[src/rtl/parking_meter_counter.sv]
// rtl/parking_meter_counter.sv - parking meter time-remaining counter; optional BLINK phase under `METER_BLINK_EN
module parking_meter_counter #(
    parameter int WIDTH      = 16,
    parameter int MAX_COUNT  = 9999,
    parameter int TICK_DIV   = 100000000,
    parameter int INC_UP     = 10,
    parameter int INC_LEFT   = 180,
    parameter int INC_RIGHT  = 200,
    parameter int INC_DOWN   = 550,
    parameter int PRESET0    = 10,
    parameter int PRESET1    = 205,
    parameter int WARN_LIMIT = 200
) (
    input  logic             SYS_CLK,
    input  logic             RESET,
    input  logic             UP,
    input  logic             LEFT,
    input  logic             RIGHT,
    input  logic             DOWN,
    input  logic             SW0,
    input  logic             SW1,
    output logic [WIDTH-1:0] COUNT,
    output logic             EXPIRED,
    output logic             LOW_WARN,
    output logic             TICK,
    output logic             BLINK
);

    localparam int DIV_W = (TICK_DIV > 1) ? $clog2(TICK_DIV) : 1;
    localparam logic [DIV_W-1:0] DIV_LAST   = DIV_W'(TICK_DIV - 1);
    localparam logic [WIDTH:0]   MAX_EXT    = (WIDTH+1)'(MAX_COUNT);
    localparam logic [WIDTH-1:0] MAX_W      = WIDTH'(MAX_COUNT);
    localparam logic [WIDTH:0]   INC_UP_E   = (WIDTH+1)'(INC_UP);
    localparam logic [WIDTH:0]   INC_LEFT_E = (WIDTH+1)'(INC_LEFT);
    localparam logic [WIDTH:0]   INC_RGT_E  = (WIDTH+1)'(INC_RIGHT);
    localparam logic [WIDTH:0]   INC_DOWN_E = (WIDTH+1)'(INC_DOWN);
    localparam logic [WIDTH-1:0] PRESET0_W  = WIDTH'(PRESET0);
    localparam logic [WIDTH-1:0] PRESET1_W  = WIDTH'(PRESET1);
    localparam logic [WIDTH-1:0] WARN_W     = WIDTH'(WARN_LIMIT);

    typedef enum logic [1:0] {
        ST_EMPTY = 2'd0,
        ST_RUN   = 2'd1,
        ST_HOLD  = 2'd2
    } state_t;

    // Button bit order: [0]=UP, [1]=LEFT, [2]=RIGHT, [3]=DOWN (also the priority order)
    logic [3:0]       btn_meta_q, btn_meta_d;
    logic [3:0]       btn_sync_q, btn_sync_d;
    logic [3:0]       btn_prev_q, btn_prev_d;
    logic [3:0]       btn_edge_q, btn_edge_d;
    // Switch bit order: [0]=SW0, [1]=SW1
    logic [1:0]       sw_meta_q, sw_meta_d;
    logic [1:0]       sw_sync_q, sw_sync_d;

    logic [DIV_W-1:0] div_q, div_d;
    logic             tick_q, tick_d;
    state_t           state_q, state_d;
    logic [WIDTH-1:0] count_q, count_d;
    logic             expired_q, expired_d;
    logic             low_warn_q, low_warn_d;
    logic [WIDTH:0]   inc_sel;
    logic [WIDTH:0]   sum_ext;

    // Input conditioning: two-flop synchronisers, then a registered rising-edge pulse per button
    always_comb begin
        btn_meta_d = {DOWN, RIGHT, LEFT, UP};
        btn_sync_d = btn_meta_q;
        btn_prev_d = btn_sync_q;
        btn_edge_d = btn_sync_q & ~btn_prev_q;
        sw_meta_d  = {SW1, SW0};
        sw_sync_d  = sw_meta_q;
    end

    // One action per cycle: switch preset > HOLD exit > button add > tick decrement
    always_comb begin
        state_d = state_q;
        count_d = count_q;
        div_d   = tick_q ? '0 : div_q + 1'b1;
        inc_sel = '0;
        sum_ext = '0;
        if (sw_sync_q[0]) begin
            count_d = PRESET0_W;
            state_d = ST_HOLD;
        end else if (sw_sync_q[1]) begin
            count_d = PRESET1_W;
            state_d = ST_HOLD;
        end else if (state_q == ST_HOLD) begin
            // Leaving HOLD restarts the divider so the first decrement is a full period away
            state_d = (count_q != '0) ? ST_RUN : ST_EMPTY;
            div_d   = '0;
        end else if (btn_edge_q != '0) begin
            if (btn_edge_q[0]) begin
                inc_sel = INC_UP_E;
            end else if (btn_edge_q[1]) begin
                inc_sel = INC_LEFT_E;
            end else if (btn_edge_q[2]) begin
                inc_sel = INC_RGT_E;
            end else begin
                inc_sel = INC_DOWN_E;
            end
            sum_ext = {1'b0, count_q} + inc_sel;
            count_d = (sum_ext > MAX_EXT) ? MAX_W : sum_ext[WIDTH-1:0];
            state_d = (count_d != '0) ? ST_RUN : ST_EMPTY;
        end else if (tick_q && (state_q == ST_RUN) && (count_q != '0)) begin
            count_d = count_q - 1'b1;
            state_d = (count_d == '0) ? ST_EMPTY : ST_RUN;
        end
    end

    // Status flags and tick pulse follow the next-state values so they move with COUNT
    always_comb begin
        tick_d     = (div_d == DIV_LAST);
        expired_d  = (count_d == '0);
        low_warn_d = (count_d != '0) && (count_d < WARN_W);
    end

`ifdef METER_BLINK_EN
    logic blink_q, blink_d;

    // Blink phase flips on each tick while the meter is low or expired, and rests at 0 otherwise
    always_comb begin
        blink_d = blink_q;
        if ((state_q == ST_HOLD) || (state_d == ST_HOLD) || !(expired_d || low_warn_d)) begin
            blink_d = 1'b0;
        end else if (tick_q) begin
            blink_d = ~blink_q;
        end
    end

    // Blink phase register
    always_ff @(posedge SYS_CLK or negedge RESET) begin
        if (!RESET) begin
            blink_q <= 1'b0;
        end else begin
            blink_q <= blink_d;
        end
    end

    assign BLINK = blink_q;
`else
    assign BLINK = 1'b0;
`endif

    // State, counter, divider and conditioning registers
    always_ff @(posedge SYS_CLK or negedge RESET) begin
        if (!RESET) begin
            btn_meta_q <= '0;
            btn_sync_q <= '0;
            btn_prev_q <= '0;
            btn_edge_q <= '0;
            sw_meta_q  <= '0;
            sw_sync_q  <= '0;
            div_q      <= '0;
            tick_q     <= 1'b0;
            state_q    <= ST_EMPTY;
            count_q    <= '0;
            expired_q  <= 1'b1;
            low_warn_q <= 1'b0;
        end else begin
            btn_meta_q <= btn_meta_d;
            btn_sync_q <= btn_sync_d;
            btn_prev_q <= btn_prev_d;
            btn_edge_q <= btn_edge_d;
            sw_meta_q  <= sw_meta_d;
            sw_sync_q  <= sw_sync_d;
            div_q      <= div_d;
            tick_q     <= tick_d;
            state_q    <= state_d;
            count_q    <= count_d;
            expired_q  <= expired_d;
            low_warn_q <= low_warn_d;
        end
    end

    assign COUNT    = count_q;
    assign EXPIRED  = expired_q;
    assign LOW_WARN = low_warn_q;
    assign TICK     = tick_q;

endmodule

[config.mk]
export PLATFORM = sky130hd
export DESIGN_NAME = parking_meter_counter
export DESIGN_NICKNAME = d
export VERILOG_FILES = /design/src/rtl/parking_meter_counter.sv
export SDC_FILE = /design/constraint.sdc
export NUM_CORES = 1
export LEC_CHECK = 0
export CORE_ASPECT_RATIO = 1.1
export CORE_MARGIN = 2
export CORE_UTILIZATION = 35
export DETAILED_ROUTE_END_ITERATION = 6
export DONT_BUFFER_PORTS = 1
export PLACE_DENSITY_LB_ADDON = 0.15
export SYNTH_ARGS = -nofsm -noshare
export SYNTH_HDL_FRONTEND = slang
export SYNTH_SLANG_ARGS = --single-unit
[constraint.sdc]
create_clock -name SYS_CLK -period 4.3 [get_ports SYS_CLK]
set_input_delay 0.43 -clock SYS_CLK [delete_from_list [all_inputs] [get_ports SYS_CLK]]
set_output_delay 0.43 -clock SYS_CLK [all_outputs]
set_load 0.1 [all_outputs]
==> results of run 1 <==
==> state kept, by name, indices dropped and copies added (netlist names), 2 cells and up <==
| name | cells |
|---|---|
| COUNT | 16 |
| div_q | 27 |
| sw_meta_q | 2 |
| btn_prev_q | 4 |
| btn_meta_q | 4 |
| state_q | 2 |
| btn_prev_d | 4 |
| sw_sync_q | 2 |
| btn_edge_q | 4 |
==> cells in the final DEF (no fill, tap or decap), drive strengths merged, types with 3 or more instances in the layout <==
cell | netlist | layout
xnor2 | 11 | 11
a211oi | 7 | 7
nor2 | 64 | 64
or2 | 3 | 3
clkinv | 0 | 3
a31oi | 8 | 8
nand3 | 18 | 18
and2 | 9 | 9
o31ai | 3 | 3
nor3 | 14 | 14
xor2 | 24 | 24
o22ai | 3 | 3
nand2 | 42 | 42
a221oi | 5 | 5
a21oi | 37 | 37
nor4 | 13 | 13
ha | 11 | 11
a21o | 9 | 9
nor2b | 6 | 6
o221ai | 3 | 3
a2111oi | 4 | 4
and4 | 6 | 6
buf | 13 | 32
nand2b | 8 | 8
nand4 | 17 | 17
or4b | 3 | 3
nand3b | 5 | 5
o21ai | 28 | 28
clkbuf | 13 | 9
inv | 13 | 14
o2111ai | 3 | 3
dfrtp | 67 | 67
or3 | 12 | 12
==> power by group through the flow <==
stage / Clock, W / Sequential (W) / Combinational, W
2_1_floorplan: 0 / 0.000815 / 0.000274
3_3_place_gp: 0 / 0.000759 / 0.000439
3_5_place_dp: 0 / 0.000762 / 0.000439
4_1_cts: 0.000830 / 0.000750 / 0.000459
5_1_grt: 0.000861 / 0.000756 / 0.000506
6_report: 0.000812 / 0.000750 / 0.000468
==> worst register-to-register path, delay by kind of cell (launching register included) <==
kind	cells	cell delay, ns
buffers and inverters	1	0.06
adders and majority gates	2	0.58
xor gates and xnor gates	1	0.16
DFF	1	0.43
AOI/OAI and AO/OA	4	0.95
and+or+nand+nor	6	1.79
==> through the flow <==
step | utilization, % | hold WS, ns | setup WS (ns)
floorplan | - | 0.1344 | 0.08171
global placement | 38.02 | 0.1363 | 0.3183
detailed placement | 38.02 | 0.1368 | 0.2577
CTS | 40.90 | 0.1169 | 0.2300
global route | 41.07 | 0.1102 | 0.01780
finish | 41.07 | 0.1249 | 0.2164
==> metal layers <==
metal	track usage (%)	vias up
met4	7.851	0
li1	-	1903
met5	0	-
met1	25.36	1953
met2	31.40	155
met3	2.815	25
==> final cells by class <==
cell class | instances | area (sq um)
multi-input cells | 403 | 2628
well taps | 157 | 196.4
clock inverters | 7 | 98.84
clock buffers | 9 | 225.2
inverters | 13 | 48.80
repair buffers | 33 | 270.3
fillers | 1260 | 7420
flip-flops and latches | 68 | 1703
==> worst paths after layout <==
check                                              from                 endpoint  slack [ns]
min in group asynchronous                         RESET      COUNT[12]$_DFF_PN0_        0.61
worst min-delay path                               LEFT  btn_meta_q[1]$_DFF_PN0_        0.12
worst max register to register  btn_edge_q[0]$_DFF_PN0_       LOW_WARN$_DFF_PN0_        0.22
worst min register to register  btn_meta_q[2]$_DFF_PN0_  btn_prev_d[2]$_DFF_PN0_        0.35
max in group asynchronous                         RESET        EXPIRED$_DFF_PN1_        3.33
worst max-delay path            btn_edge_q[0]$_DFF_PN0_       LOW_WARN$_DFF_PN0_        0.22
==> kinds of logic (layout without fill, tap and decap cells) <==
kind of cell,count (synthesis),count (layout),share of synthesized area [%]
fa+ha+maj,12,12,3.514
mux,1,1,0.2231
buf+inv,39,62,3.960
simple gates,227,227,27.69
flops,68,68,37.95
xor+xnor,35,35,6.999
other cells,1,1,0.08358
compound gates,127,127,19.58
==> repair_timing <==
action	4_1_cts	5_1_grt
resized for setup	0	5
hold buffers	2	0
hold endpoints to repair	68	0
endpoints found under the setup margin	0	2
==> impl_metrics.env, run 1 <==
export IMPL_pwr_share_comb_pct=23.0
export IMPL_cts_made_buffers=9
export IMPL_swShare_pct=34.02
export IMPL_p_clk_share_pct=40.0
export IMPL_fp_row_count=43
export IMPL_cts_sinks=68
export IMPL_crit_buf_inv=1
export IMPL_wl_met3_um=721
export IMPL_wl_per_cell_um=18.35
export IMPL_crit_fanout=6
export IMPL_drtIter0Drc=222
export IMPL_async_reset_ff_share_pct=100.0
export IMPL_synthTopCellsByArea="dfrtp_1 37%, nor2_1 5.3%, xor2_1 4.7%"
export IMPL_critPathLaunchType="register"
export IMPL_crit_required_ns=4.52
export IMPL_ant_nets=0
export IMPL_dp_hpwl_um=9259
export IMPL_fmax_mhz=244.9
export IMPL_htreeDepth=3
export IMPL_finalSetupViolations=0
export IMPL_min_period_ns=4.084
export IMPL_yosysWarnings=0
export IMPL_syn_area_sq_mm=0.004487
export IMPL_slew_headroom_pct=36.09
export IMPL_status="finished, final reports clean"
export IMPL_endpoint_kind="register"
export IMPL_ys_ff_latch=68
export IMPL_cp_arrival_ns=4.31
export IMPL_placed_cell_area_sq_mm=0.004787
export IMPL_ir_drop_uv=252.4
export IMPL_grt_ovfl_total=0
export IMPL_top_layer="met4"
export IMPL_path_cells="nor2_1, inv_1, ha_1, fa_2, a211oi_2, nor3_1, a21oi_1, xnor2_2, or4b_4, a31oi_4, a311oi_2, or4b_4, nor4_4, and3b_1"
export IMPL_die_x_um=112.0
export IMPL_core_area_sq_mm=0.01259
export IMPL_p_sw_w=0.0006904
export IMPL_avgSynthCellArea_sq_um=8.798
export IMPL_hold_depth=0
export IMPL_fin_setup_tns_ns=0
export IMPL_cts_root_buf="clkbuf_16"
export IMPL_drv_slew=0
export IMPL_final_setup_skew_ns=0.004213
export IMPL_drc=0
export IMPL_grt_util_all_layers_pct=19.06
export IMPL_ys_types=74
export IMPL_routed_wl_um=12660
export IMPL_synth_most_common_cell="dfrtp_1"
export IMPL_cts_clk_slew_worst_paths_ns=0.06
export IMPL_finalCritPeriodShare_pct=94.97
export IMPL_insertion_delay_ns=0.33
export IMPL_fin_area_sq_mm=0.005170
export IMPL_p_int_w=0.001339
export IMPL_portBuffers=0
export IMPL_first_pass_iters=5
export IMPL_met1_length_um=5392
export IMPL_grt_pass1_vias=3847
export IMPL_nets=548
export IMPL_synth_edff_count=0
export IMPL_yosysTopAreaCell="dfrtp_1"
export IMPL_leakage_nw=2.099
export IMPL_grt_pass1_wl_um=20810
export IMPL_start_util_pct=35.64
export IMPL_synth_fp_nets=530
export IMPL_rsz0062_at_grt="no"
export IMPL_cp_slowest_cell="or4b_4"
export IMPL_grt_antenna_before_repair=0
export IMPL_cts_tree="yes"
export IMPL_clockBufferDepth=2
export IMPL_path_class="register to register"
export IMPL_ys_flop_type="dfrtp_1"
export IMPL_finalNonFillerCells=690
export IMPL_cap_violations=0
export IMPL_dp_cells=672
export IMPL_seq_area_frac_synth_pct=37.95
export IMPL_synthToLayoutAreaGrowth_pct=15.23
export IMPL_place_congestion=0.8948
export IMPL_synthTopCellsByCount="67 x dfrtp_1, 63 x nor2_1, 41 x nand2_1"
export IMPL_synth_top_area_share_pct=37.37
export IMPL_cp_num_cells=14
export IMPL_drive_gt1_share_pct=15.20
export IMPL_min_delay_path_class="input pin to register"
export IMPL_hold_viol_final=0
export IMPL_total_power_w=0.002029
export IMPL_grt_max_degree=69
export IMPL_crit_top_cell="or4b_4"
export IMPL_routed_via_density=5.849
export IMPL_met2_length_um=6164
export IMPL_post_cts_buffers=0
export IMPL_fp_dieArea_sq_mm=0.01374
export IMPL_reg2reg_depth=14
export IMPL_p_per_area_mw_per_mm2=392.5
export IMPL_syn_inst=510
export IMPL_tightest_slew_ns=0.9594
export IMPL_worst_path_largest_cell_delay_ns=0.58
export IMPL_via_count=4036
export IMPL_n_antenna_cell=0
export IMPL_pwr_share_seq_pct=36.9
export IMPL_die_y_um=122.8
export IMPL_num_io_pins=28
export IMPL_crit_family="simple AND/OR/NAND/NOR gates"
Power figures use the tool's default switching activity.
==> inputs of run 2 (changes only) <==
--- a/config.mk
+++ b/config.mk
@@ -10,7 +10,6 @@
 export CORE_UTILIZATION = 35
 export DETAILED_ROUTE_END_ITERATION = 6
 export DONT_BUFFER_PORTS = 1
-export PLACE_DENSITY_LB_ADDON = 0.15
 export SYNTH_ARGS = -nofsm -noshare
 export SYNTH_HDL_FRONTEND = slang
 export SYNTH_SLANG_ARGS = --single-unit
==> run 2 against run 1 <==
  * Power fell by 2.6%
  * Sequential share of layout area rose by 0.40 points
  * Via count fell by 0.45%
  * Utilization fell by 0.50 points
  * Die area did not move
  * Fmax rose by 1.2%
  * Setup slack improved by 0.047 ns
  * Critical path type unchanged
  * Largest power group unchanged
  * Highest routed layer unchanged
==> impl_metrics.env, run 2 (synthesized netlist as in run 1, its figures left out) <==
export IMPL_num_io_pins=28
export IMPL_core_area_sq_mm=0.01259
export IMPL_cts_root_buf="clkbuf_16"
export IMPL_routed_wl_um=12250
export IMPL_p_int_w=0.001283
export IMPL_grt_busiest_layer="met2"
export IMPL_hold_depth=0
export IMPL_p_sw_w=0.0006930
export IMPL_rr_startpoint="btn_edge_q[1]$_DFF_PN0_"
export IMPL_grt_ovfl_total=0
export IMPL_portBuffers=0
export IMPL_finalSetupViolations=0
export IMPL_final_common_cell="dfrtp_1"
export IMPL_grt_util_all_layers_pct=18.55
export IMPL_leakage_nw=2.061
export IMPL_use_met1_pct=24.63
export IMPL_final_setup_skew_ns=0.006394
export IMPL_die_x_um=112.0
export IMPL_drv_slew=0
export IMPL_worst_path_largest_cell_delay_ns=0.58
export IMPL_swShare_pct=35.08
export IMPL_min_delay_path_class="input pin to register"
export IMPL_status="finished, final reports clean"
export IMPL_use_met2_pct=29.43
export IMPL_wl_per_cell_um=17.88
export IMPL_crit_buf_inv=1
export IMPL_fin_area_sq_mm=0.005107
export IMPL_p_per_area_mw_per_mm2=386.9
export IMPL_crit_required_ns=4.53
export IMPL_drtIter0Drc=331
export IMPL_grt_pass1_vias=3910
export IMPL_place_congestion=0.8955
export IMPL_cts_tree="yes"
export IMPL_p_clk_share_pct=38.6
export IMPL_insertion_delay_ns=0.34
export IMPL_reg2reg_depth=15
export IMPL_htreeDepth=3
export IMPL_cp_arrival_ns=4.26
export IMPL_place_ws_ns=0.1194
export IMPL_slew_headroom_pct=40.91
export IMPL_synthToLayoutAreaGrowth_pct=13.83
export IMPL_min_from="UP"
export IMPL_ant_nets=0
export IMPL_grt_antenna_before_repair=0
export IMPL_layout_setup_ws_ns=0.2637
export IMPL_cts_made_buffers=9
export IMPL_fmax_mhz=247.8
export IMPL_r2r_slack_ns=0.26
export IMPL_hold_viol_final=0
export IMPL_drc=0
export IMPL_fill_cells=1278
export IMPL_cap_violations=0
export IMPL_largest_register="div_q"
export IMPL_pwr_share_comb_pct=23.6
export IMPL_clockBufferDepth=2
export IMPL_critPathLaunchType="register"
export IMPL_path_cells="nor2_1, nor2_1, inv_1, ha_1, fa_1, a211oi_2, nor3_1, a21oi_1, xnor2_2, or4b_4, a31oi_4, a311oi_2, or4b_4, nor4_4, and3b_1"
export IMPL_n_antenna_cell=0
export IMPL_largest_reg_flops=27
export IMPL_layout_common_cells="67 x dfrtp_1, 63 x nor2_1, 41 x nand2_1"
export IMPL_crit_family="simple AND/OR/NAND/NOR gates"
export IMPL_tightest_slew_ns=0.8640
export IMPL_grt_max_degree=69
export IMPL_via_count=4018
export IMPL_post_cts_buffers=0
export IMPL_endpoint_kind="register"
export IMPL_r2r_end="LOW_WARN$_DFF_PN0_"
export IMPL_cts_sinks=68
export IMPL_fin_setup_tns_ns=0
export IMPL_routed_via_density=5.866
export IMPL_path_class="register to register"
export IMPL_placed_cell_area_sq_mm=0.004750
export IMPL_crit_fanout=4
export IMPL_grt_pass1_wl_um=20230
export IMPL_nets=543
export IMPL_fp_dieArea_sq_mm=0.01374
export IMPL_ir_drop_uv=234.9
export IMPL_grt_util_met3_pct=4.346
export IMPL_dp_hpwl_um=9016
export IMPL_fp_row_count=43
export IMPL_drive_gt1_share_pct=14.02
export IMPL_start_util_pct=35.64
export IMPL_cts_clk_slew_worst_paths_ns=0.06
export IMPL_die_y_um=122.8
export IMPL_rsz0062_at_grt="no"
export IMPL_total_power_w=0.001976
export IMPL_min_period_ns=4.036
export IMPL_first_pass_iters=5
export IMPL_finalCritPeriodShare_pct=93.87
export IMPL_cp_slowest_cell="or4b_4"
export IMPL_pwr_share_seq_pct=37.8
export IMPL_worstHoldEndpoint="btn_meta_q[0]$_DFF_PN0_"
run 2: what timing repair did:
item | 4_1_cts | 5_1_grt
hold buffers | 2 | 0
gates resized for setup | 0 | 3
endpoints found under the hold margin | 68 | 0
setup endpoints to repair | 0 | 2
run 2: cell type report:
class / instances / area, sq um / area share [%]
tap: 157 / 196.4 / 3.846
sequential: 68 / 1703 / 33.34
clock buffer: 9 / 225.2 / 4.410
inverter: 13 / 48.80 / 0.9554
multi-input combinational: 403 / 2619 / 51.27
clock inverter: 7 / 82.58 / 1.617
timing repair buffer: 28 / 232.7 / 4.557
run 2: worst register-to-register path: stages (launching register included):
cell,delay (ns)
dfrtp_1,0.40
nor2_1,0.07
nor2_1,0.13
inv_1,0.06
ha_1,0.21
fa_1,0.45
a211oi_2,0.28
nor3_1,0.08
a21oi_1,0.21
xnor2_2,0.18
or4b_4,0.52
a31oi_4,0.22
a311oi_2,0.13
or4b_4,0.58
nor4_4,0.22
and3b_1,0.20
run 2: worst max-delay path by stage:
stage	to	cells after the start	from
6_report	LOW_WARN$_DFF_PN0_	15	btn_edge_q[1]$_DFF_PN0_
3_3_place_gp	LOW_WARN$_DFF_PN0_	14	btn_edge_q[0]$_DFF_PN0_
4_1_cts	LOW_WARN$_DFF_PN0_	15	btn_edge_q[1]$_DFF_PN0_
3_5_place_dp	LOW_WARN$_DFF_PN0_	15	btn_edge_q[1]$_DFF_PN0_
2_1_floorplan	LOW_WARN$_DFF_PN0_	12	COUNT[1]$_DFF_PN0_
5_1_grt	LOW_WARN$_DFF_PN0_	15	btn_edge_q[1]$_DFF_PN0_
run 2: metal layers:
| metal | part of all wire (%) | wire length [um] |
|---|---|---|
| met5 | 0 | 0 |
| met1 | 44 | 5432 |
| met4 | 3.0 | 365 |
| met3 | 6.8 | 829 |
| met2 | 46 | 5620 |
run 2: power groups by stage:
stage | clock network (W) | logic (W) | registers [W]
final | 0.000762 | 0.000467 | 0.000747
after global routing | 0.000816 | 0.000508 | 0.000754
after CTS | 0.000778 | 0.000456 | 0.000746
after detailed placement | 0 | 0.000437 | 0.000758
after global placement | 0 | 0.000433 | 0.000756
after floorplan | 0 | 0.000274 | 0.000815
run 2: metrics by stage:
step / hold WS, ns / std cells / utilization [%]
finish: 0.1166 / 685 / 40.57
global route: 0.09272 / 685 / 40.57
CTS: 0.1047 / 685 / 40.47
detailed placement: 0.1386 / 667 / 37.73
global placement: 0.1389 / 667 / 37.73
floorplan: 0.1344 / 510 / -
